**src/rtl/logic_unit_pkg.sv**
```systemverilog
// logic_unit_pkg
//   Shared definitions for the slice-serial logic unit: the 3-bit op-code
//   type with its encodings, and the controller state type.
package logic_unit_pkg;

  typedef logic [2:0] op_t;

  localparam op_t OP_AND  = 3'd0;
  localparam op_t OP_OR   = 3'd1;
  localparam op_t OP_XOR  = 3'd2;
  localparam op_t OP_NAND = 3'd3;
  localparam op_t OP_NOR  = 3'd4;
  localparam op_t OP_XNOR = 3'd5;
  localparam op_t OP_ANDN = 3'd6;  // a & ~b
  localparam op_t OP_NOT  = 3'd7;  // ~a, b ignored

  typedef enum logic [1:0] {
    IDLE = 2'd0,
    RUN  = 2'd1,
    DONE = 2'd2
  } state_t;

endpackage

```
**src/rtl/logic_slice.sv**
```systemverilog
// logic_slice
//   Combinational SLICE-bit bitwise evaluator.
//   Ports: a, b - operand slices; op - operation code; y - result slice.
module logic_slice
  import logic_unit_pkg::*;
#(
  parameter int SLICE = 8
) (
  input  logic [SLICE-1:0] a,
  input  logic [SLICE-1:0] b,
  input  op_t              op,
  output logic [SLICE-1:0] y
);

  // Select the bitwise function for this slice.
  always_comb begin
    y = {SLICE{1'b0}};
    case (op)
      OP_AND:  y = a & b;
      OP_OR:   y = a | b;
      OP_XOR:  y = a ^ b;
      OP_NAND: y = ~(a & b);
      OP_NOR:  y = ~(a | b);
      OP_XNOR: y = ~(a ^ b);
      OP_ANDN: y = a & ~b;
      OP_NOT:  y = ~a;
      default: y = {SLICE{1'b0}};
    endcase
  end

endmodule

```
**src/rtl/logic_unit_serial.sv**
```systemverilog
// logic_unit_serial
//   Slice-serial bitwise logic unit with a start/busy/done handshake.
//   Operands and op are latched on an accepted start; one SLICE-bit slice of
//   the result is produced per clock, LSB slice first.
//   Ports:
//     clk, reset      - clock, synchronous active-high reset
//     start, op       - request and operation code (sampled when not busy)
//     Ra, Rb          - WIDTH-bit operands
//     Rz              - WIDTH-bit result register
//     busy            - slices being computed
//     done            - one-cycle pulse when Rz is final
//     zero            - Rz == 0, valid only with done
module logic_unit_serial
  import logic_unit_pkg::*;
#(
  parameter int WIDTH = 32,
  parameter int SLICE = 8
) (
  input  logic             clk,
  input  logic             reset,
  input  logic             start,
  input  logic [2:0]       op,
  input  logic [WIDTH-1:0] Ra,
  input  logic [WIDTH-1:0] Rb,
  output logic [WIDTH-1:0] Rz,
  output logic             busy,
  output logic             done,
  output logic             zero
);

  localparam int N  = WIDTH / SLICE;
  localparam int KW = (N > 1) ? $clog2(N) : 1;
  localparam logic [KW-1:0] K_LAST = KW'(N - 1);

  generate
    if ((SLICE < 1) || ((WIDTH % SLICE) != 0)) begin : g_param_check
      $error("logic_unit_serial: WIDTH must be a positive multiple of SLICE");
    end
  endgenerate

  state_t           state_q, state_d;
  logic [KW-1:0]    k_q, k_d;
  logic [WIDTH-1:0] a_q, a_d;
  logic [WIDTH-1:0] b_q, b_d;
  logic [WIDTH-1:0] rz_q, rz_d;
  op_t              op_q, op_d;
  logic             busy_q, busy_d;
  logic             done_q, done_d;
  logic             zero_q, zero_d;

  logic [SLICE-1:0] slice_a_s;
  logic [SLICE-1:0] slice_b_s;
  logic [SLICE-1:0] slice_y_s;

  assign slice_a_s = a_q[k_q*SLICE +: SLICE];
  assign slice_b_s = b_q[k_q*SLICE +: SLICE];

  logic_slice #(.SLICE(SLICE)) u_slice (
    .a  (slice_a_s),
    .b  (slice_b_s),
    .op (op_q),
    .y  (slice_y_s)
  );

  // Next-state, latch, slice write-enable and flag computation.
  always_comb begin
    state_d = state_q;
    k_d     = k_q;
    a_d     = a_q;
    b_d     = b_q;
    op_d    = op_q;
    rz_d    = rz_q;
    case (state_q)
      IDLE, DONE: begin
        if (start) begin
          state_d = RUN;
          a_d     = Ra;
          b_d     = Rb;
          op_d    = op;
          rz_d    = {WIDTH{1'b0}};
          k_d     = {KW{1'b0}};
        end else begin
          state_d = IDLE;
        end
      end
      RUN: begin
        for (int i = 0; i < N; i++) begin
          if (k_q == KW'(i)) begin
            rz_d[i*SLICE +: SLICE] = slice_y_s;
          end else begin
            rz_d[i*SLICE +: SLICE] = rz_q[i*SLICE +: SLICE];
          end
        end
        if (k_q == K_LAST) begin
          state_d = DONE;
          k_d     = {KW{1'b0}};
        end else begin
          k_d     = k_q + KW'(1);
        end
      end
      default: begin
        state_d = IDLE;
      end
    endcase
    // Outputs are registered from the next state so they line up with it.
    busy_d = (state_d == RUN);
    done_d = (state_d == DONE);
    zero_d = (state_d == DONE) && (rz_d == {WIDTH{1'b0}});
  end

  // State and datapath registers with synchronous reset.
  always_ff @(posedge clk) begin
    if (reset) begin
      state_q <= IDLE;
      k_q     <= {KW{1'b0}};
      a_q     <= {WIDTH{1'b0}};
      b_q     <= {WIDTH{1'b0}};
      op_q    <= OP_AND;
      rz_q    <= {WIDTH{1'b0}};
      busy_q  <= 1'b0;
      done_q  <= 1'b0;
      zero_q  <= 1'b0;
    end else begin
      state_q <= state_d;
      k_q     <= k_d;
      a_q     <= a_d;
      b_q     <= b_d;
      op_q    <= op_d;
      rz_q    <= rz_d;
      busy_q  <= busy_d;
      done_q  <= done_d;
      zero_q  <= zero_d;
    end
  end

  assign Rz   = rz_q;
  assign busy = busy_q;
  assign done = done_q;
  assign zero = zero_q;

endmodule

```
**config.mk**
```make
export PLATFORM = sky130hd
export DESIGN_NAME = logic_unit_serial
export DESIGN_NICKNAME = d
export VERILOG_FILES = /design/src/rtl/logic_unit_pkg.sv /design/src/rtl/logic_slice.sv /design/src/rtl/logic_unit_serial.sv
export SDC_FILE = /design/constraint.sdc
export NUM_CORES = 1
export LEC_CHECK = 0
export CORE_UTILIZATION = 44
export DETAILED_ROUTE_END_ITERATION = 16
export PLACE_DENSITY = 0.7
export SLEW_MARGIN = 20
export SYNTH_ARGS = -nofsm -noshare
export SYNTH_HDL_FRONTEND = slang
export SYNTH_HIERARCHICAL = 1
export SYNTH_SLANG_ARGS = --single-unit
```
**constraint.sdc**
```tcl
create_clock -name clk -period 4.6 [get_ports clk]
set_input_delay 0.92 -clock clk [delete_from_list [all_inputs] [get_ports clk]]
set_output_delay 0.92 -clock clk [all_outputs]
set_load 0.03 [all_outputs]
```
* Yosys cells after proc, flatten, opt, wreduce, memory -nomap -nowiden
Cells that the tools add are included.
** Word-level totals
- Bits in registers :: 106
- Output and inout bits :: 35
** Operators by class
- $add $sub $neg :: 1
- Eq/ne operators :: 15
- Shift operators :: 2
- Mux-type cells :: 13
- Bitwise gates (word level) :: 9
- Reductions and logical operators :: 9
** Operators with widths (count)
- $pmux W32 S2 :: 1
- $pmux W8 S8 :: 1
- $shiftx A32 B6 Y8 :: 2
- $not A8 Y8 :: 5
- $logic_not A32 Y1 :: 1
- $mux W32 :: 1
- $mux W8 :: 4
- $and A8 B8 Y8 :: 2
- $eq A3 B3 Y1 const B :: 4
- $eq A2 B2 Y1 const B :: 4
- $or A8 B8 Y8 :: 1
- $pmux W2 S2 :: 2
- $xor A8 B8 Y8 :: 1
- $eq A2 B1 Y1 const B :: 3
- $eq A3 B2 Y1 const B :: 2
- $mux W2 :: 3
- $logic_not A2 Y1 :: 2
- $reduce_and A2 Y1 :: 2
- $eq A3 B1 Y1 const B :: 1
- $logic_not A3 Y1 :: 1
- $add A2 B1 Y2 const B :: 1
- $ne A2 B2 Y1 const B :: 1
- $reduce_bool A2 Y1 :: 1
- $reduce_or A2 Y1 :: 1
- other kinds (2) :: 2

* Depth between registers and ports, before layout
- Word-level depth :: 8
- Gate-level depth with buffers :: 14

* Modules after synthesis
The synthesis kept the hierarchy.
** Modules (own cells, without submodules)
- logic_unit_serial :: times used 1, cells each 525, area each 4480.5 sq um, seq. area each 2122.0 sq um
- logic_slice :: times used 1, cells each 136, area each 1034.7 sq um, seq. area each 0.0 sq um

* Worst setup path after synthesis
Ideal clock, no wire load.
- Kind :: reg2reg
- Start :: reg k_q[0]
- End :: reg zero_q (netlist: zero)
- Setup time :: 0.088 ns
- Data arrival time :: 3.430 ns
- Data required time :: 4.512 ns
- Setup slack :: 1.082 ns
- Stages on the path, launching flop included :: 11
- Buffers on the path :: 2
- Period minus slack after synthesis :: 3.518 ns
- Cells stage by stage :: dfxtp_1 -> buf_2 -> buf_2 -> mux4_2 -> ha_1 -> mux2_2 -> mux4_2 -> or4_1 -> o21ai_0 -> nand4_1 -> nor4_2
** On the way
- Word-level cells in the longest chain between the ends :: 8
- Elaborated cells on any way between the ends :: 26
- Classes of those cells :: eq/ne: 4; shift: 2; mux: 8; bitwise: 9; reduce/logical: 3
** Ends and longest elaborated chain
- start: declaration :: line logic_unit_serial.sv:42 : logic [KW-1:0] k_q, k_d;
- start signal: assignment :: line logic_unit_serial.sv:115 : k_q <= {KW{1'b0}};
- start signal: assignment :: line logic_unit_serial.sv:125 : k_q <= k_d;
- $shiftx A32 B6 Y8 * :: line logic_unit_serial.sv:55 : assign slice_a_s = a_q[k_q*SLICE +: SLICE];
- named net slice_a_s[1] :: line logic_unit_serial.sv:51 : logic [SLICE-1:0] slice_a_s;
- $xor A8 B8 Y8, or another cell as far along :: line logic_slice.sv:21, logic_slice.sv:24
- $not A8 Y8 (on tied branches) :: line logic_slice.sv:24, logic_slice.sv:22, logic_slice.sv:23
- $pmux W8 S8 * :: line logic_slice.sv:18 : case (op)
- named net slice_y_s[1] :: line logic_unit_serial.sv:53 : logic [SLICE-1:0] slice_y_s;
- $mux W8 :: line logic_unit_serial.sv:88 : if (k_q == KW'(i)) begin
- $pmux W32 S2 * :: line logic_unit_serial.sv:73 : case (state_q)
- $logic_not A32 Y1 * :: line logic_unit_serial.sv:108 : zero_d = (state_d == DONE) && (rz_d == {WIDTH{1'b0}});
- $logic_and A1 B1 Y1 * :: line logic_unit_serial.sv:108
- end signal: assignment :: line logic_unit_serial.sv:132 : zero_q <= zero_d;
- end: declaration :: line logic_unit_serial.sv:49 : logic zero_q, zero_d;
Mark *: on every way through the listed nets, which the timed path passes. The rest lies on a longest branch.
A chain may end at the register's enable or synchronous reset.

* Worst setup path in the final report
- Start :: reg k_q[0]
- End :: reg zero_q (netlist: zero)
** On the way
- Word-level cells in the longest chain between the ends :: 8
- Elaborated cells on any way between the ends :: 26
- Classes of those cells :: eq/ne: 4; shift: 2; mux: 8; bitwise: 9; reduce/logical: 3
** Ends and longest elaborated chain
- $shiftx A32 B6 Y8 * :: line logic_unit_serial.sv:56 : assign slice_b_s = b_q[k_q*SLICE +: SLICE];
- named net slice_b_s[1] :: line logic_unit_serial.sv:52 : logic [SLICE-1:0] slice_b_s;
- $not A8 Y8, or another cell as far along :: line logic_slice.sv:25 : OP_ANDN: y = a & ~b;
- $and A8 B8 Y8, or another cell as far along :: line logic_slice.sv:25
- $pmux W8 S8 * :: line logic_slice.sv:18
- named net slice_y_s[1] :: line logic_unit_serial.sv:53
- $mux W8 :: line logic_unit_serial.sv:88
- $pmux W32 S2 * :: line logic_unit_serial.sv:73
- $logic_not A32 Y1 * :: line logic_unit_serial.sv:108
- $logic_and A1 B1 Y1 * :: line logic_unit_serial.sv:108
Marks and branches as above.

==> impl_results.md <==
- Placer Congestion: 0.844
- Crit end category: register
- Port Buf Inserts: 104
- Seq cells post-synth: 106
- DP Area: around 0.0066 mm^2
- Non-filler instance count after layout: 907
- Post-synth cell types: 50
- Synth Warn #: 6
- H-tree lvl count: 3
- Placed cells: between 800 and 900
- Switching power: 0.000608 W
- Total CTS buffers: 9
- Net Sw Frac: 0.270
- Rel. slew slack: 0.312
- Number of synthesized flops with an enable pin: 0
- First-pass GRT wire length: 22900 um
- RSZ-0062 raised after global routing: false
- Worst-Skew Late Latency: 0.35 ns
- Grt ovf: 0
- Die W: 114 um
- Seq/Total Area, Yosys: 0.385
- Worst endpoint required time: 4.86 ns
- Post-CTS sizing: 0
- Clk_skew: about 0.0050 ns
- CTS clk-pin slew, worst paths: around 0.07 ns
- Post-CTS setup buffer count: 0
- Routed Antenna Nets: 0
- CTS tree: built
- Crit Path Max Fanout: 8
- Rows: 40
- Internal: 0.00164 W
- CP cell instances: buf_4 -> mux4_2 -> inv_1 -> ha_1 -> inv_1 -> mux2_2 -> mux4_2 -> nor4_1 -> o211ai_1 -> nor4b_1 -> nand4_1 -> nor4_2
- LEAKAGE: approximately 2.5 nW
- WL per Instance: 15.4 um
- CP max stage cell: dfxtp_1
- Setup Viol. Count Final: 0
- Worst-case clock buffer depth: 2
- Status: completed
- First DRT Iteration DRCs: ~270
- Clk sink count: around 110
- Die Y: around 110 um
- Yosys top cell by area: dfxtp_1
- Max-slew violations: 0
- Max-cap check violation count: 0
- I/O pins: 105
- Share of layout cells above drive strength 1: 0.0920
- Most used DFF post-synth: dfxtp_1
- Period utilization: 0.799
- Setup TNS: 0 ns
- Endpoints failing hold: 0
- Setup crit start kind: register
- Initial antenna violation count: 0
- Fillers: 1130
- Slew @ Worst Pin: 1.03 ns
- Clock share of power: 0.375
- Crit path arrival time: between 3 and 4 ns
- Nets: ~830
- 1st-pass router iterations: 6
- Dominant cells by area after synthesis: dfxtp_1, nand2_1, a21oi_1
- Final WL: 14000 um
- Worst setup path category: reg -> reg
- Via count: 4909
- Post-synth ARST share: 0
- Largest net degree at the start of global routing: 71
- CP max stage delay: 0.57 ns
- DR DRC count: 0
- DP HPWL: 10200 um
- Fin crit period: 3.67 ns
- Synthesized area per cell: 8.34 um^2
- ANT cells: 0
- Die Area: 0.0130 mm^2
- PwrDens: 325 mW/mm^2
- F_max: 272 MHz
- Core area: about 0.012 mm^2
- Worst VDD drop: 0.215 mV
- Flop pwr share: 0.445
- Syn Inst Count: about 660
- CTS Hold Bufs: 0
- Final instance area: 0.00692 mm^2
- Root Buffer: clkbuf_16
- Mapped Nets: 759
- Mapped Area: ~0.0055 mm^2
- GRT Overall Usage: 0.223
- Area growth, synth to finish: 25.5%
- Routed vias/inst: 5.41
- Logic gate share of total power: 0.179
- Worst Hold Class: reg -> reg
- Area share of the largest cell type after synthesis: 0.385
- Starting density of the core: 0.455
- Vias in the first global route: about 4800
power by group through the flow:
stage / registers [W] / clock network (W) / logic (W)
3_5_place_dp: 0.00102 / 0 / 0.000400
3_3_place_gp: 0.00102 / 0 / 0.000385
2_1_floorplan: 0.00101 / 0 / 0.000275
6_report: 0.00100 / 0.000843 / 0.000403
4_1_cts: 0.00100 / 0.000849 / 0.000402
5_1_grt: 0.00101 / 0.000890 / 0.000444
sequential cells by signal, indices dropped and copies added (netlist names):
name     cells
op_q         3
Rz          32
done         1
b_q         32
state_q      2
zero         1
k_q          2
busy         1
a_q         32
final cells by class:
class | instances | area (um^2) | share of cell area
multi-input combinational | 479 | 3070 | 0.444
sequential | 106 | 2120 | 0.307
timing repair buffer | 111 | 1090 | 0.157
clock buffer | 11 | 243 | 0.0351
tap | 168 | 210 | 0.0304
inverter | 27 | 101 | 0.0146
clock inverter | 5 | 85.1 | 0.0123
worst paths after layout:
check / cells after the start / slack [ns] / startpoint / to
setup / recovery: 12 / 0.93 / k_q[0] / zero
hold reg to reg: 2 / 0.45 / b_q[11] / b_q[11]
hold / removal: 2 / 0.45 / b_q[11] / b_q[11]
setup reg to reg: 12 / 0.93 / k_q[0] / zero
cell usage after synthesis, types with 4 or more instances:
cell type and number:
dfxtp_1 106, o21ai_0 6, a21oi_2 4, nand2b_1 11, nor3_1 4, nand3_1 18
o22ai_1 5, buf_1 6, ha_1 28, mux2_2 10, clkbuf_1 26, inv_1 25
o41ai_1 4, a22oi_1 12, nor2_1 33, buf_2 11, o211a_1 5, a21oi_1 100
and2_1 4, mux4_2 18, nand2_1 162, nor2b_1 6, nand3b_1 8
cell families (layout without fill, tap and decap cells):
family                   after synthesis  in the layout  share of synthesized area
AND/OR/NAND/NOR                      268            268                      0.221
AO/OA/AOI/OAI                        148            148                      0.161
flip-flops                           106            106                      0.385
buffers and inverters                 76            154                     0.0603
multiplexers                          35             35                      0.109
adder cells (fa/ha/maj)               28             28                     0.0635
placed cells by master (no fill, tap or decap), types with 3 or more instances in the layout:
| master | n |
|---|---|
| o32ai_1 | 3 |
| nor2b_1 | 5 |
| o21ai_0 | 6 |
| mux2_2 | 10 |
| buf_4 | 7 |
| nand4_1 | 3 |
| nand3b_1 | 8 |
| mux4_2 | 18 |
| nand2b_1 | 10 |
| o22ai_1 | 5 |
| a22oi_1 | 12 |
| a21oi_1 | 100 |
| nor4_1 | 3 |
| mux2i_1 | 3 |
| nor3_1 | 4 |
| a21oi_2 | 4 |
| nand3_1 | 18 |
| o211a_1 | 5 |
| o221ai_1 | 3 |
| dfxtp_1 | 106 |
| clkbuf_16 | 9 |
| o41ai_1 | 4 |
| clkdlybuf4s50_1 | 103 |
| ha_1 | 28 |
| nand2_1 | 162 |
| inv_1 | 25 |
| nand4b_1 | 3 |
| and2_1 | 4 |
| nor2_1 | 33 |
critical path: cells and delay by family (launching register included):
kind                       cells  cell delay, ns
DFF                            1            0.57
buffers and inverters          3            0.41
muxes                          3            1.34
adders and majority gates      1            0.14
and+or+nand+nor                4            0.97
AOI/OAI and AO/OA              1            0.14
per-layer routing:
| layer | part of all wire | wire, um | vias to the layer above | track usage |
|---|---|---|---|---|
| met5 | 0 | 0 | - | 0 |
| met4 | 0.024 | 338 | 0 | 0.0926 |
| met3 | 0.049 | 678 | 27 | 0.0351 |
| met2 | 0.48 | 6690 | 140 | 0.369 |
| met1 | 0.45 | 6270 | 2322 | 0.290 |
| li1 | - | - | 2420 | - |
per-stage QoR:
step / power [W] / setup slack [ns] / util / hold WS, ns
2_1_floorplan: 0.00128 / 1.08 / - / 0.433
3_3_place_gp: 0.00141 / 1.07 / 0.544 / 0.439
3_5_place_dp: 0.00142 / 0.975 / 0.544 / 0.446
4_1_cts: 0.00225 / 0.931 / 0.571 / 0.456
5_1_grt: 0.00234 / 0.609 / 0.571 / 0.476
6_report: 0.00225 / 0.926 / 0.571 / 0.454
(Power assumes the default switching activity.)
